===== src/rtl/idelay_sweep_ctrl_pkg.sv =====
// Shared definitions for the input-delay sweep controller.
//   - FSM state encodings (3-bit, kept as plain constants so older
//     tooling and waveform decoders can match on raw values)
//   - clog2 / ch_width helpers used to size channel-select fields
package idelay_ctrl_pkg;

   localparam logic [2:0] ST_IDLE     = 3'd0;
   localparam logic [2:0] ST_SET      = 3'd1;
   localparam logic [2:0] ST_SETTLE   = 3'd2;
   localparam logic [2:0] ST_LOAD     = 3'd3;
   localparam logic [2:0] ST_SWSET    = 3'd4;
   localparam logic [2:0] ST_SWSETTLE = 3'd5;
   localparam logic [2:0] ST_REPORT   = 3'd6;
   localparam logic [2:0] ST_FINISH   = 3'd7;

   function automatic int clog2(input int n);
      int r;
      r = 0;
      while ((1 << r) < n) r++;
      return r;
   endfunction

   // A single-channel build still needs a 1-bit select field.
   function automatic int ch_width(input int n);
      return (n > 1) ? clog2(n) : 1;
   endfunction

endpackage


===== src/rtl/idelay_sweep_ctrl_if.sv =====
// Host-side bus of the delay sweep controller: shadow writes, apply,
// sweep control and the measurement handshake.
//   master : calibration sequencer / register block
//   slave  : idelay_sweep_ctrl
// Handshake: step_valid is held high while a settled sweep point is
// waiting; the point is consumed in any cycle where step_valid and
// step_ack are both high (ack may already be high when valid rises).
interface idelay_sweep_ctrl_if
   import idelay_ctrl_pkg::*;
   #(parameter int NUM_CH = 8,
     parameter int DLY_WIDTH = 5) ();

   localparam int CH_W = ch_width(NUM_CH);

   logic                 wr_en;
   logic [CH_W-1:0]      wr_ch;
   logic [DLY_WIDTH-1:0] wr_val;
   logic                 wr_err;
   logic                 apply;
   logic                 sweep_start;
   logic [CH_W-1:0]      sweep_ch;
   logic [DLY_WIDTH-1:0] sweep_first;
   logic [DLY_WIDTH-1:0] sweep_last;
   logic [DLY_WIDTH-1:0] sweep_step;
   logic                 sweep_abort;
   logic                 step_valid;
   logic [DLY_WIDTH-1:0] step_val;
   logic                 step_ack;
   logic                 busy;
   logic                 done;

   modport master (
      output wr_en, wr_ch, wr_val, apply, sweep_start, sweep_ch,
             sweep_first, sweep_last, sweep_step, sweep_abort, step_ack,
      input  wr_err, step_valid, step_val, busy, done
   );

   modport slave (
      input  wr_en, wr_ch, wr_val, apply, sweep_start, sweep_ch,
             sweep_first, sweep_last, sweep_step, sweep_abort, step_ack,
      output wr_err, step_valid, step_val, busy, done
   );

endinterface


===== src/rtl/idelay_sweep_ctrl_settle_timer.sv =====
// idelay_settle_timer: loadable down-counter with a terminal pulse.
//   clk, rst  : clock, synchronous active-high reset
//   load      : load load_val (wins over counting)
//   load_val  : number of cycles to count
//   tc        : high for the single cycle in which the count is 1,
//               i.e. the last of load_val cycles after the load cycle
module idelay_settle_timer
   import idelay_ctrl_pkg::*;
   #(parameter int CNT_W = 8)
   (
      input  logic             clk,
      input  logic             rst,
      input  logic             load,
      input  logic [CNT_W-1:0] load_val,
      output logic             tc
   );

   logic [CNT_W-1:0] cnt;

   always_ff @(posedge clk) begin
      if (rst) begin
         cnt <= '0;
      end else if (load) begin
         cnt <= load_val;
      end else if (cnt != '0) begin
         cnt <= cnt - 1'b1;
      end
   end

   assign tc = (cnt == CNT_W'(1));

endmodule


===== src/rtl/idelay_sweep_ctrl.sv =====
// idelay_sweep_ctrl: per-channel shadow delay values for load-pipe delay
// primitives, with host writes, a broadcast apply, and an autonomous
// single-channel delay sweep with a measurement handshake.
//   clk, rst   : clock, synchronous active-high reset
//   host       : host bus (slave side), see idelay_sweep_ctrl_if
//   dly_val    : shadow values, channel n at [n*DLY_WIDTH +: DLY_WIDTH]
//   dly_ld     : per-channel load-pipe strobe, coincident with new dly_val
//   dly_set    : broadcast set strobe
//   state_dbg  : current FSM state encoding
module idelay_sweep_ctrl
   import idelay_ctrl_pkg::*;
   #(parameter int NUM_CH        = 8,
     parameter int DLY_WIDTH     = 5,
     parameter int DELAY_INIT    = 0,
     parameter int SETTLE_CYCLES = 4)
   (
      input  logic                        clk,
      input  logic                        rst,
      idelay_sweep_ctrl_if.slave          host,
      output logic [NUM_CH*DLY_WIDTH-1:0] dly_val,
      output logic [NUM_CH-1:0]           dly_ld,
      output logic                        dly_set,
      output logic [2:0]                  state_dbg
   );

   localparam int CH_W = ch_width(NUM_CH);
   localparam int CH_SPACE = 1 << CH_W;

   logic [2:0]           state, state_nx;
   logic [DLY_WIDTH-1:0] shadow [NUM_CH];
   logic [DLY_WIDTH-1:0] v;
   logic [CH_W-1:0]      sw_ch;
   logic [DLY_WIDTH-1:0] sw_last, sw_step;
   logic                 sw_up;
   logic [NUM_CH-1:0]    ld_q;
   logic                 wr_err_q;
   logic [CH_SPACE-1:0]  ch_ok;

   logic                 sweep_active;
   logic [DLY_WIDTH-1:0] remaining, v_adv;
   logic                 has_next;
   logic                 timer_load, timer_tc;
   logic                 wr_ok;
   logic [CH_W-1:0]      load_ch;
   logic [DLY_WIDTH-1:0] load_v;

   // Marks which select codes name a real channel; avoids a compare that
   // is constant when NUM_CH is a power of two.
   always_comb begin
      ch_ok = '0;
      for (int i = 0; i < CH_SPACE; i++) ch_ok[i] = (i < NUM_CH);
   end

   assign sweep_active = (state == ST_LOAD) || (state == ST_SWSET) ||
                         (state == ST_SWSETTLE) || (state == ST_REPORT);

   // Next point exists only while the distance to the end point still
   // covers a full step, so the sweep neither overshoots nor wraps.
   assign remaining = sw_up ? (sw_last - v) : (v - sw_last);
   assign has_next  = (remaining >= sw_step);
   assign v_adv     = sw_up ? (v + sw_step) : (v - sw_step);

   assign wr_ok = ch_ok[host.wr_ch] && !(sweep_active && (host.wr_ch == sw_ch));

   always_comb begin
      state_nx   = state;
      timer_load = 1'b0;
      case (state)
         ST_IDLE: begin
            if (host.sweep_start)  state_nx = ST_LOAD;
            else if (host.apply)   state_nx = ST_SET;
         end
         ST_SET: begin
            timer_load = 1'b1;
            state_nx   = ST_SETTLE;
         end
         ST_SETTLE:   if (timer_tc) state_nx = ST_FINISH;
         ST_LOAD:     state_nx = ST_SWSET;
         ST_SWSET: begin
            timer_load = 1'b1;
            state_nx   = ST_SWSETTLE;
         end
         ST_SWSETTLE: if (timer_tc) state_nx = ST_REPORT;
         ST_REPORT:   if (host.step_ack) state_nx = has_next ? ST_LOAD : ST_FINISH;
         ST_FINISH:   state_nx = ST_IDLE;
         default:     state_nx = ST_IDLE;
      endcase
      if (sweep_active && host.sweep_abort) state_nx = ST_FINISH;
   end

   // Entering LOAD either starts a sweep (values from the host) or
   // advances it (values from the latched sweep context).
   assign load_ch = (state == ST_IDLE) ? host.sweep_ch    : sw_ch;
   assign load_v  = (state == ST_IDLE) ? host.sweep_first : v_adv;

   always_ff @(posedge clk) begin
      if (rst) begin
         state    <= ST_IDLE;
         v        <= '0;
         sw_ch    <= '0;
         sw_last  <= '0;
         sw_step  <= '0;
         sw_up    <= 1'b0;
         ld_q     <= '0;
         wr_err_q <= 1'b0;
         for (int n = 0; n < NUM_CH; n++) shadow[n] <= DLY_WIDTH'(DELAY_INIT);
      end else begin
         state    <= state_nx;
         ld_q     <= '0;
         wr_err_q <= 1'b0;
         if (host.wr_en) begin
            if (wr_ok) begin
               shadow[host.wr_ch] <= host.wr_val;
               ld_q[host.wr_ch]   <= 1'b1;
            end else begin
               wr_err_q <= 1'b1;
            end
         end
         if (state == ST_IDLE && host.sweep_start) begin
            sw_ch   <= host.sweep_ch;
            sw_last <= host.sweep_last;
            sw_step <= (host.sweep_step == '0) ? DLY_WIDTH'(1) : host.sweep_step;
            sw_up   <= (host.sweep_last >= host.sweep_first);
         end
         // Sweep load is placed after the host write so it wins if both
         // target the same channel in the start cycle.
         if (state_nx == ST_LOAD) begin
            v <= load_v;
            if (ch_ok[load_ch]) begin
               shadow[load_ch] <= load_v;
               ld_q[load_ch]   <= 1'b1;
            end
         end
      end
   end

   idelay_settle_timer #(.CNT_W(8)) u_timer (
      .clk      (clk),
      .rst      (rst),
      .load     (timer_load),
      .load_val (8'(SETTLE_CYCLES)),
      .tc       (timer_tc)
   );

   for (genvar n = 0; n < NUM_CH; n++) begin : g_pack
      assign dly_val[n*DLY_WIDTH +: DLY_WIDTH] = shadow[n];
   end

   assign dly_ld          = ld_q;
   assign dly_set         = (state == ST_SET) || (state == ST_SWSET);
   assign state_dbg       = state;
   assign host.wr_err     = wr_err_q;
   assign host.step_valid = (state == ST_REPORT);
   assign host.step_val   = v;
   assign host.busy       = (state != ST_IDLE) && (state != ST_FINISH);
   assign host.done       = (state == ST_FINISH);

endmodule


===== src/flat_wrapper.sv =====
// flat-port wrapper written by rule: the top's interface ports become plain ports
module idelay_sweep_ctrl_flat import idelay_ctrl_pkg::*;
#(parameter int NUM_CH        = 8,
     parameter int DLY_WIDTH     = 5,
     parameter int DELAY_INIT    = 0,
     parameter int SETTLE_CYCLES = 4)
  (clk, rst, dly_val, dly_ld, dly_set, state_dbg, host_wr_en, host_wr_ch, host_wr_val, host_apply, host_sweep_start, host_sweep_ch, host_sweep_first, host_sweep_last, host_sweep_step, host_sweep_abort, host_step_ack, host_wr_err, host_step_valid, host_step_val, host_busy, host_done);
  idelay_sweep_ctrl_if #(.NUM_CH(NUM_CH), .DLY_WIDTH(DLY_WIDTH)) host_i ();
  input  logic clk;
  input  logic rst;
  output logic [NUM_CH*DLY_WIDTH-1:0] dly_val;
  output logic [NUM_CH-1:0] dly_ld;
  output logic dly_set;
  output logic [2:0] state_dbg;
  input wire logic [$bits(host_i.wr_en)-1:0] host_wr_en;
  input wire logic [$bits(host_i.wr_ch)-1:0] host_wr_ch;
  input wire logic [$bits(host_i.wr_val)-1:0] host_wr_val;
  input wire logic [$bits(host_i.apply)-1:0] host_apply;
  input wire logic [$bits(host_i.sweep_start)-1:0] host_sweep_start;
  input wire logic [$bits(host_i.sweep_ch)-1:0] host_sweep_ch;
  input wire logic [$bits(host_i.sweep_first)-1:0] host_sweep_first;
  input wire logic [$bits(host_i.sweep_last)-1:0] host_sweep_last;
  input wire logic [$bits(host_i.sweep_step)-1:0] host_sweep_step;
  input wire logic [$bits(host_i.sweep_abort)-1:0] host_sweep_abort;
  input wire logic [$bits(host_i.step_ack)-1:0] host_step_ack;
  output wire logic [$bits(host_i.wr_err)-1:0] host_wr_err;
  output wire logic [$bits(host_i.step_valid)-1:0] host_step_valid;
  output wire logic [$bits(host_i.step_val)-1:0] host_step_val;
  output wire logic [$bits(host_i.busy)-1:0] host_busy;
  output wire logic [$bits(host_i.done)-1:0] host_done;
  assign host_i.wr_en = host_wr_en;
  assign host_i.wr_ch = host_wr_ch;
  assign host_i.wr_val = host_wr_val;
  assign host_i.apply = host_apply;
  assign host_i.sweep_start = host_sweep_start;
  assign host_i.sweep_ch = host_sweep_ch;
  assign host_i.sweep_first = host_sweep_first;
  assign host_i.sweep_last = host_sweep_last;
  assign host_i.sweep_step = host_sweep_step;
  assign host_i.sweep_abort = host_sweep_abort;
  assign host_i.step_ack = host_step_ack;
  assign host_wr_err = host_i.wr_err;
  assign host_step_valid = host_i.step_valid;
  assign host_step_val = host_i.step_val;
  assign host_busy = host_i.busy;
  assign host_done = host_i.done;
  idelay_sweep_ctrl #(.NUM_CH(NUM_CH), .DLY_WIDTH(DLY_WIDTH), .DELAY_INIT(DELAY_INIT), .SETTLE_CYCLES(SETTLE_CYCLES)) u_core (.clk(clk), .rst(rst), .host(host_i), .dly_val(dly_val), .dly_ld(dly_ld), .dly_set(dly_set), .state_dbg(state_dbg));
endmodule

===== config.mk =====
export PLATFORM = sky130hd
export DESIGN_NAME = idelay_sweep_ctrl_flat
export DESIGN_NICKNAME = d
export VERILOG_FILES = /design/src/rtl/idelay_sweep_ctrl_pkg.sv /design/src/rtl/idelay_sweep_ctrl_if.sv /design/src/rtl/idelay_sweep_ctrl_settle_timer.sv /design/src/rtl/idelay_sweep_ctrl.sv /design/src/flat_wrapper.sv
export SDC_FILE = /design/constraint.sdc
export NUM_CORES = 1
export LEC_CHECK = 0
export CORE_ASPECT_RATIO = 1.1
export CORE_MARGIN = 2
export CORE_UTILIZATION = 45
export CTS_CLUSTER_SIZE = 12
export DETAILED_ROUTE_END_ITERATION = 7
export GPL_TIMING_DRIVEN = 0
export PLACE_DENSITY_LB_ADDON = 0.08
export SLEW_MARGIN = 20
export SYNTH_ARGS = -nofsm -noshare
export SYNTH_HDL_FRONTEND = slang
export SYNTH_SLANG_ARGS = --single-unit

===== constraint.sdc =====
create_clock -name clk -period 3.6 [get_ports clk]
set_input_delay 0.72 -clock clk [delete_from_list [all_inputs] [get_ports clk]]
set_output_delay 0.72 -clock clk [all_outputs]
set_load 0.01 [all_outputs]

==> flow_metrics.py, run 1 <==
metrics = {
    "global_routing": {
        "grt_pass1_vias": 3717,
        "antenna_found_initial": 0,
        "grt_use_total_pct": 21.85,
        "grt_pass1_wl_mm": 19.11,
        "grt_overflow": 0,
        "grt_max_degree": 15,
    },
    "place": {
        "portBuffers": 87,
        "place_congestion": 0.7917,
        "dp.cells": 682,
        "post-dp-hpwl_mm": 8.868,
    },
    "power_and_ir_drop": {
        "internal_power_uw": 2390,
        "clock_power_share_pct": 17.6,
        "p_per_area_nw_per_um2": 660.2,
        "cellLeakagePower_uw": 0.002544,
        "switchingPower_uw": 1641,
        "seqPwrFrac_pct": 31.3,
        "switching_share_pct": 40.71,
        "vdd_drop_max_mv": 0.4919,
        "combPwrFrac_pct": 51.2,
    },
    "die": {
        "rows": 38,
        "die_x_um": 101.0,
        "coreArea_sq_um": 9985,
        "start_util_pct": 46.63,
        "die_area_sq_um": 11180,
        "io_pins": 94,
        "die_h_um": 110.7,
    },
    "synth": {
        "synth_area_leader_cell": "edfxtp_1",
        "ys_top_cells_by_area": "edfxtp_1, dfxtp_1, mux2i_1",
        "ys.flop_type": "edfxtp_1",
        "syn_avg_cell_area_sq_um": 9.802,
        "synth-async-reset-ratio_pct": 0,
        "synth_edf_count": 40,
        "synth_cell_types": 51,
        "synth_most_common_cell": "nand2_1",
        "synth_seq_cells": 79,
        "ys_seq_area_share_pct": 42.57,
        "synth.top_cell.area_share_pct": 25.80,
        "netlist_instances": 475,
        "synth_warnings": 0,
        "syn_nets": 536,
        "synth_area_sq_um": 4656,
        "synth_common_cells": "nand2_1, mux2i_1, edfxtp_1, dfxtp_1, inv_1",
    },
    "cells_and_area": {
        "area_growth_pct": 31.15,
        "nets": 648,
        "num_antenna_cells": 0,
        "fin_util_pct": 61.15,
        "drive_gt1_share_pct": 11.99,
        "fillCellCount": 904,
        "instances_no_fill": 712,
    },
    "outcome": {
        "outcome": "finished, final reports clean",
    },
    "run": {
        "cap_violations": 0,
    },
    "sta": {
        "finalCriticalPeriod_ps": 3499,
        "slew_headroom_pct": 22.61,
        "max_freq_mhz": 285.8,
        "rsz0062_at_grt": "true",
        "setup_tns_ps": 0,
        "finalCritPeriodShare_pct": 97.18,
        "finalSetupViolations": 0,
        "maxSlewViolCount": 0,
        "final-hold-violation-count": 0,
        "tightest_slew_ps": 1129,
        "whs_ps": 459.4,
        "clock_skew_ps": 12.37,
    },
    "critical_path": {
        "required_ps": 3700,
        "crit_fanout": 8,
        "path_class": "reg -> reg",
        "worst_ep_arrival_time_ps": 3600,
        "end_kind": "flip-flop",
        "worst_setup_path_start_kind": "flip-flop",
    },
    "cts": {
        "clk_latency_ps": 360,
        "clkTransAtPathRegs_ps": 80,
        "post_cts_hold_buffer_count": 0,
        "root_buffer": "clkbuf_8",
        "cts_tree": "done",
        "cts-buffers-inserted": 9,
        "max-clock-path-buffers": 2,
        "htreeDepth": 3,
        "cts.sinks": 79,
    },
    "route": {
        "firstDrtPassIters": 4,
        "finalWirelength_mm": 11.74,
        "vias": 3838,
        "wire_per_inst_um": 16.48,
        "ant_nets": 0,
        "vias_per_cell": 5.390,
        "drtIter0Drc": 148,
        "drcViolationCount": 0,
    },
    "hold_path": {
        "min_path_type": "reg -> reg",
    },
}
==> layer usage <==
metal	vias to the layer above	share of wire, %	track usage [%]
met5	-	0	0
met4	0	1.4	6.847
met3	14	4.1	3.531
met2	106	52	38.18
met1	1837	43	27.27
li1	1881	-	-
==> critical path, cell delays in order (launching register included) <==
cell       delay [ps]
dfxtp_4           370
inv_4              50
ha_4              120
inv_2              40
fa_2              360
a211oi_2          240
a21oi_2            50
a221oi_2          240
xnor2_1           110
ha_1              310
nand4_1           100
a21oi_2            60
o31ai_4           290
a21oi_4           100
buf_12            170
nand4bb_4          80
buf_6             120
or3b_4            420
==> placed cells by master, fill, tap and decap left out, drive strengths merged, types with 14 or more instances in the layout <==
master and instances:
buf 30, clkbuf 19, edfxtp 40, nor3 14, xnor2 17, mux2i 46
nand2 77, nor2 25, inv 32, dfxtp 39, clkdlybuf4s50 87, a21oi 31
ha 25
==> repair_timing <==
action                     4_1_cts  5_1_grt
setup endpoints to repair       90       43
pin swaps                        6       15
buffers inserted                 2       12
resized for setup               13       14
==> path summary, 6_finish.rpt <==
kind                           start             endpoint  slack, ps  cells after the start
max reg2reg  u_core.host.step_val[0]  u_core.shadow[3][3]        100                     17
min                u_core.sw_step[2]    u_core.sw_step[2]        460                      2
max          u_core.host.step_val[0]  u_core.shadow[3][3]        100                     17
min reg2reg        u_core.sw_step[2]    u_core.sw_step[2]        460                      2
==> through the flow <==
step / power (uW) / cell area [sq um] / setup WS (ps)
global route: 4306 / 6106 / -62.02
CTS: 3961 / 5963 / 10.38
finish: 4031 / 6106 / 101.4
detailed placement: 3133 / 5677 / -454.2
floorplan: 2526 / 4656 / 76.78
global placement: 3062 / 5677 / -373.2
==> area by class of cell <==
| class | instances | area [sq um] | share of cell area [%] |
|---|---|---|---|
| flip-flops and latches | 79 | 1991 | 32.60 |
| inverters | 32 | 122.6 | 2.008 |
| well taps | 120 | 150.1 | 2.459 |
| plain buffers | 23 | 137.6 | 2.254 |
| clock inverters | 4 | 53.80 | 0.8811 |
| clock buffers | 12 | 156.4 | 2.561 |
| multi-input cells | 341 | 2502 | 40.98 |
| repair buffers | 101 | 992.2 | 16.25 |
==> power groups by stage <==
| stage | logic (uW) | clock network (uW) | registers, uW |
|---|---|---|---|
| after global routing | 2270 | 753 | 1280 |
| after detailed placement | 1860 | 0 | 1270 |
| after CTS | 1990 | 708 | 1260 |
| final | 2060 | 708 | 1260 |
| after global placement | 1800 | 0 | 1260 |
| after floorplan | 1250 | 0 | 1270 |
==> logic make-up (layout without fill, tap and decap cells) <==
kind of cell               count (synthesis)  in the layout  share of synthesized area (%)
DFF                                       79             79                          42.57
adders and majority gates                 28             28                          8.009
muxes                                     48             48                          10.37
buffers and inverters                     55            172                          5.509
AOI/OAI and AO/OA                         70             70                          9.621
xor gates and xnor gates                  20             20                          3.762
and+or+nand+nor                          175            175                          20.16
==> registers in the layout, summed over array words and instances, names as in the netlist <==
signal	cells
u_core.host.step_val	5
u_core.sw_ch	3
u_core.sw_last	5
u_core.dly_ld	8
u_core.host.wr_err	1
u_core.sw_up	1
u_core.sw_step	5
u_core.u_timer.cnt	8
u_core.shadow	40
u_core.state_dbg	3
(Power assumes the default switching activity.)
==> run 2, diff against run 1 <==
--- a/config.mk
+++ b/config.mk
@@ -10,8 +10,10 @@
 export CORE_UTILIZATION = 45
 export CTS_CLUSTER_SIZE = 12
 export DETAILED_ROUTE_END_ITERATION = 7
+export DONT_BUFFER_PORTS = 1
 export GPL_TIMING_DRIVEN = 0
 export PLACE_DENSITY_LB_ADDON = 0.08
+export RECOVER_POWER = 100
 export SLEW_MARGIN = 20
 export SYNTH_ARGS = -nofsm -noshare
 export SYNTH_HDL_FRONTEND = slang
==> run 2 against run 1 <==
  * Sequential cell count stayed put
  * Sequential share of layout area up 6.0 points
  * Critical path depth did not move
  * Highest routed layer unchanged
  * Worst hold slack improved by 0.86 ps
  * Worst setup slack better by 35 ps
  * Largest power group unchanged
  * Non-clock buffer count fell by 93
  * Combinational power is 16% lower
==> flow_metrics.py, run 2 (synthesized netlist as in run 1, its figures left out) <==
metrics = {
    "cts": {
        "max-clock-path-buffers": 2,
        "cts.sinks": 79,
        "cts-buffers-inserted": 9,
        "post_cts_hold_buffer_count": 0,
        "clkTransAtPathRegs_ps": 80,
        "clk_latency_ps": 350,
        "cts_tree": "done",
        "htreeDepth": 3,
        "root_buffer": "clkbuf_8",
    },
    "global_routing": {
        "grt_overflow": 0,
        "grt_pass1_vias": 3308,
        "antenna_found_initial": 0,
        "grt_use_total_pct": 20.07,
        "grt_pass1_wl_mm": 17.29,
        "grt_max_degree": 14,
    },
    "hold_path": {
        "min_path_type": "reg -> reg",
        "worstHoldStart": "u_core.sw_step[3]",
        "hold_depth": 2,
        "whs_endpoint": "u_core.sw_step[3]",
    },
    "sta": {
        "whs_ps": 460.3,
        "finalSetupViolations": 0,
        "rsz0062_at_grt": "false",
        "fin_ws_ps": 136.9,
        "max_freq_mhz": 288.8,
        "finalCriticalPeriod_ps": 3463,
        "maxSlewViolCount": 0,
        "tightest_slew_ps": 1022,
        "final-hold-violation-count": 0,
        "clock_skew_ps": 10.43,
        "finalCritPeriodShare_pct": 96.20,
        "slew_headroom_pct": 29.91,
    },
    "power_and_ir_drop": {
        "vdd_drop_max_mv": 0.3715,
        "p_per_area_nw_per_um2": 738.9,
        "cellLeakagePower_uw": 0.002193,
    },
    "cells_and_area": {
        "drive_gt1_share_pct": 12.22,
        "area_growth_pct": 10.88,
        "largest_register_ffs": 40,
        "register_area_sq_um": 1992,
        "fillCellCount": 934,
        "layout_common_cells": "nand2_1, mux2i_1, edfxtp_1, dfxtp_1, inv_1",
        "num_antenna_cells": 0,
        "instances_no_fill": 619,
        "nets": 555,
        "top_register": "u_core.shadow",
        "final_common_cell": "nand2_1",
        "multiInputGateArea_sq_um": 2459,
    },
    "route": {
        "vias": 3408,
        "vias_per_cell": 5.506,
        "ant_nets": 0,
        "wire_per_inst_um": 17.83,
        "drcViolationCount": 0,
        "finalWirelength_mm": 11.04,
        "firstDrtPassIters": 4,
        "drtIter0Drc": 136,
    },
    "run": {
        "cap_violations": 0,
    },
    "critical_path": {
        "end_kind": "flip-flop",
        "rrSetupSlack_ps": 140,
        "worst_ep_arrival_time_ps": 3560,
        "r2r-end": "u_core.shadow[4][4]",
        "ff2ff_path_depth": 17,
        "worst_setup_path_start_kind": "flip-flop",
        "crit_fanout": 8,
        "r2r-start": "u_core.host.step_val[0]",
        "path_class": "reg -> reg",
        "required_ps": 3700,
    },
    "place": {
        "dp_slack_ps": -555.9,
        "dp.cells": 595,
        "post-dp-hpwl_mm": 8.378,
        "portBuffers": 0,
        "place_congestion": 0.7989,
    },
    "die": {
        "start_util_pct": 46.63,
        "die_h_um": 110.7,
        "coreArea_sq_um": 9985,
        "die_x_um": 101.0,
        "rows": 38,
        "die_area_sq_um": 11180,
        "io_pins": 94,
    },
    "outcome": {
        "outcome": "finished, final reports clean",
    },
}
run 2: final cells by class:
type	instances	area share, %
Inverter	32	2.327
Buffer	23	2.618
Timing Repair Buffer	8	1.357
Tap cell	120	2.908
Sequential cell	79	38.58
Clock inverter	6	2.109
Clock buffer	10	2.472
Multi-Input combinational cell	341	47.62
run 2: power breakdown:
group	internal [uW]	leakage, uW	switching, uW
clock network	460	0.000120	318
logic	709	0.00134	1030
registers	1110	0.000737	189
total	2280	0.00219	1540
run 2: critical path, stage by stage (launching register included):
cell	delay, ps
dfxtp_4	380
inv_2	70
ha_4	130
inv_1	50
fa_2	350
a211oi_2	180
a21oi_1	80
a221oi_2	260
xnor2_1	160
ha_1	270
nand4_1	100
a21oi_2	60
o31ai_4	260
a21oi_4	90
buf_12	170
nand4bb_2	90
buf_6	100
or3b_4	410
run 2: how the worst max path moves through the flow:
stage / start / endpoint / slack, ps
2_1_floorplan: u_core.host.step_val[1] / u_core.shadow[3][0] / 80
3_3_place_gp: u_core.host.step_val[1] / u_core.shadow[6][4] / -500
3_5_place_dp: u_core.host.step_val[1] / u_core.shadow[6][3] / -560
4_1_cts: u_core.host.step_val[0] / u_core.shadow[4][4] / 10
5_1_grt: u_core.host.step_val[0] / u_core.shadow[4][2] / 3
6_report: u_core.host.step_val[0] / u_core.shadow[4][4] / 140
run 2: through the flow:
stage	area, sq um	utilization (%)	power (uW)	setup TNS (ps)
2_1_floorplan	4656	-	2526	0
3_3_place_gp	4806	48.13	2884	-32540
3_5_place_dp	4806	48.13	2915	-35730
4_1_cts	5139	51.47	3850	0
5_1_grt	5162	51.70	4090	0
6_report	5162	51.70	3814	0
run 2: repair_timing:
action,4_1_cts,5_1_grt
setup endpoints to repair,93,57
buffers inserted,4,4
gates resized for setup,15,7
pin swaps,11,5
run 2: layer usage:
layer  wire (um)  up-vias  share of wire [%]  global-route usage, %
li1            -     1698                  -                      -
met5           0        -                  0                      0
met1        4774     1615                 43                  24.65
met3         679       10                6.2                  6.179
met2        5441       85                 49                  33.78
met4         142        0                1.3                  5.586
==> run 3, diff against run 2 <==
--- a/config.mk
+++ b/config.mk
@@ -14,6 +14,7 @@
 export GPL_TIMING_DRIVEN = 0
 export PLACE_DENSITY_LB_ADDON = 0.08
 export RECOVER_POWER = 100
+export SETUP_SLACK_MARGIN = 0.05
 export SLEW_MARGIN = 20
 export SYNTH_ARGS = -nofsm -noshare
 export SYNTH_HDL_FRONTEND = slang
==> run 3 against run 2 <==
  * Sequential share of layout area fell by 0.98 points
  * Cell area rose by 2.6%
  * Clock power barely moved
  * Highest routed layer unchanged
  * Register-to-register slack improved by 30 ps
  * First-iteration DRC count fell by 19%
  * Largest cell class unchanged
  * Clock-buffer cell count did not move
  * Sequential cell count did not move
  * Critical endpoint is now u_core.shadow[4][2]
  * Worst hold slack barely moved
  * Global-route usage barely moved
==> flow_metrics.py, run 3 (synthesized netlist as in run 1, its figures left out) <==
metrics = {
    "route": {
        "wire_per_inst_um": 17.68,
        "ant_nets": 0,
        "firstDrtPassIters": 5,
        "drtIter0Drc": 110,
        "vias_per_cell": 5.436,
        "vias": 3457,
        "finalWirelength_mm": 11.24,
        "drcViolationCount": 0,
    },
    "global_routing": {
        "grt_max_degree": 14,
        "grt_use_total_pct": 20.09,
        "grt_overflow": 0,
        "grt_pass1_wl_mm": 17.31,
        "grt_pass1_vias": 3307,
        "antenna_found_initial": 0,
    },
    "die": {
        "start_util_pct": 46.63,
        "die_x_um": 101.0,
        "die_area_sq_um": 11180,
        "io_pins": 94,
        "coreArea_sq_um": 9985,
        "rows": 38,
        "die_h_um": 110.7,
    },
    "place": {
        "dp.cells": 595,
        "post-dp-hpwl_mm": 8.378,
        "place_congestion": 0.7989,
        "placed_area_sq_um": 4806,
        "portBuffers": 0,
        "dp_slack_ps": -555.9,
    },
    "critical_path": {
        "end_kind": "flip-flop",
        "critPathTopFamily": "compound AO/OA/AOI/OAI gates",
        "path_buf_inv": 3,
        "required_ps": 3670,
        "cp_common_cell": "a21oi_2",
        "crit_fanout": 8,
        "slowest_stage": "or3b_1",
        "critical_path.max_stage_delay_ps": 470,
        "worst_setup_path_start_kind": "flip-flop",
        "path_class": "reg -> reg",
        "path_cells": "inv_4 -> ha_4 -> inv_2 -> fa_2 -> a211oi_2 -> a21oi_2 -> a221oi_2 -> xnor2_1 -> ha_1 -> nand4_1 -> a21oi_2 -> o31ai_4 -> a21oi_4 -> buf_12 -> nand4bb_4 -> or3b_1",
        "worst_ep_arrival_time_ps": 3500,
    },
    "cells_and_area": {
        "final_common_cell": "nand2_1",
        "top_register": "u_core.shadow",
        "fillCellCount": 929,
        "final_area_sq_um": 5296,
        "fin_util_pct": 53.05,
        "nets": 572,
        "instances_no_fill": 636,
        "largest_register_ffs": 40,
        "num_antenna_cells": 0,
        "layout_common_cells": "nand2_1, mux2i_1, edfxtp_1, dfxtp_1, inv_1",
        "area_growth_pct": 13.76,
        "drive_gt1_share_pct": 14.34,
    },
    "sta": {
        "clock_skew_ps": 8.799,
        "rsz0062_at_grt": "true",
        "finalCritPeriodShare_pct": 95.33,
        "maxSlewViolCount": 0,
        "final-hold-violation-count": 0,
        "finalCriticalPeriod_ps": 3432,
        "max_freq_mhz": 291.4,
        "slew_headroom_pct": 31.39,
        "fin_ws_ps": 168.1,
        "finalSetupViolations": 0,
        "tightest_slew_ps": 1001,
    },
    "cts": {
        "htreeDepth": 3,
        "clk_latency_ps": 350,
        "root_buffer": "clkbuf_8",
        "cts-buffers-inserted": 9,
        "post_cts_hold_buffer_count": 0,
        "max-clock-path-buffers": 2,
        "cts_tree": "done",
        "cts.sinks": 79,
        "clkTransAtPathRegs_ps": 80,
    },
    "power_and_ir_drop": {
        "p_per_area_nw_per_um2": 739.0,
        "vdd_drop_max_mv": 0.3717,
        "cellLeakagePower_uw": 0.002258,
        "p_total_uw": 3914,
    },
    "outcome": {
        "outcome": "finished, final reports clean",
    },
    "run": {
        "cap_violations": 0,
    },
    "hold_path": {
        "min_path_type": "reg -> reg",
    },
}
==> run 3: changes by cell type in the layout (fill, tap and decap cells not counted), moves of 2 or more <==
cell	change
a21oi_1	-2
nand3_2	-2
nand3_4	+2
buf_6	-3
buf_4	+2
clkbuf_4	+12
clkbuf_1	+5
nand4bb_2	-2
a21oi_2	+2
==> run 3: cell type report <==
| type | instances | area [sq um] | share of cell area [%] |
|---|---|---|---|
| Multi-Input combinational cell | 341 | 2485 | 46.92 |
| Sequential cell | 79 | 1992 | 37.61 |
| Tap cell | 120 | 150.1 | 2.835 |
| Inverter | 32 | 122.6 | 2.315 |
| Timing Repair Buffer | 27 | 193.9 | 3.662 |
| Clock inverter | 6 | 108.9 | 2.055 |
| Buffer | 21 | 116.4 | 2.197 |
| Clock buffer | 10 | 127.6 | 2.410 |
==> run 3: per-stage QoR <==
| step | hold slack, ps | TNS [ps] |
|---|---|---|
| global placement | 449.5 | -32540 |
| finish | 460.6 | 0 |
| CTS | 464.5 | 0 |
| floorplan | 436.3 | 0 |
| global route | 482.3 | 0 |
| detailed placement | 452.9 | -35730 |
==> run 3: tightest hold or removal path: stages, from the launching register on <==
cell     delay, ps
dfxtp_1        310
nand2_1         50
a21oi_1         50
==> run 3: worst paths after layout <==
kind | startpoint | to | slack [ps] | depth (start not counted)
hold reg to reg | u_core.sw_step[3] | u_core.sw_step[3] | 460 | 2
setup / recovery | u_core.host.step_val[0] | u_core.shadow[4][2] | 170 | 16
hold / removal | u_core.sw_step[3] | u_core.sw_step[3] | 460 | 2
setup reg to reg | u_core.host.step_val[0] | u_core.shadow[4][2] | 170 | 16
==> run 3: repair_timing <==
item                       in CTS  in global routing
pin swaps                      16                 10
setup endpoints to repair      94                 76
gates resized for setup        25                  7
buffers inserted                7                 20
==> run 3: routing by layer <==
metal / share of wire (%) / routed length [um] / global-route usage (%) / vias to the layer above
li1: - / - / - / 1734
met1: 43 / 4810 / 24.66 / 1617
met2: 49 / 5558 / 33.82 / 92
met3: 6.1 / 691 / 6.179 / 14
met4: 1.6 / 183 / 5.586 / 0
met5: 0 / 0 / 0 / -
==> run 3: report_power, final <==
group          total [uW]  internal, uW  switching, uW  leakage, uW
Combinational        1830           766           1070      0.00140
Clock                 780           460            321     0.000120
Sequential           1300          1110            191     0.000737
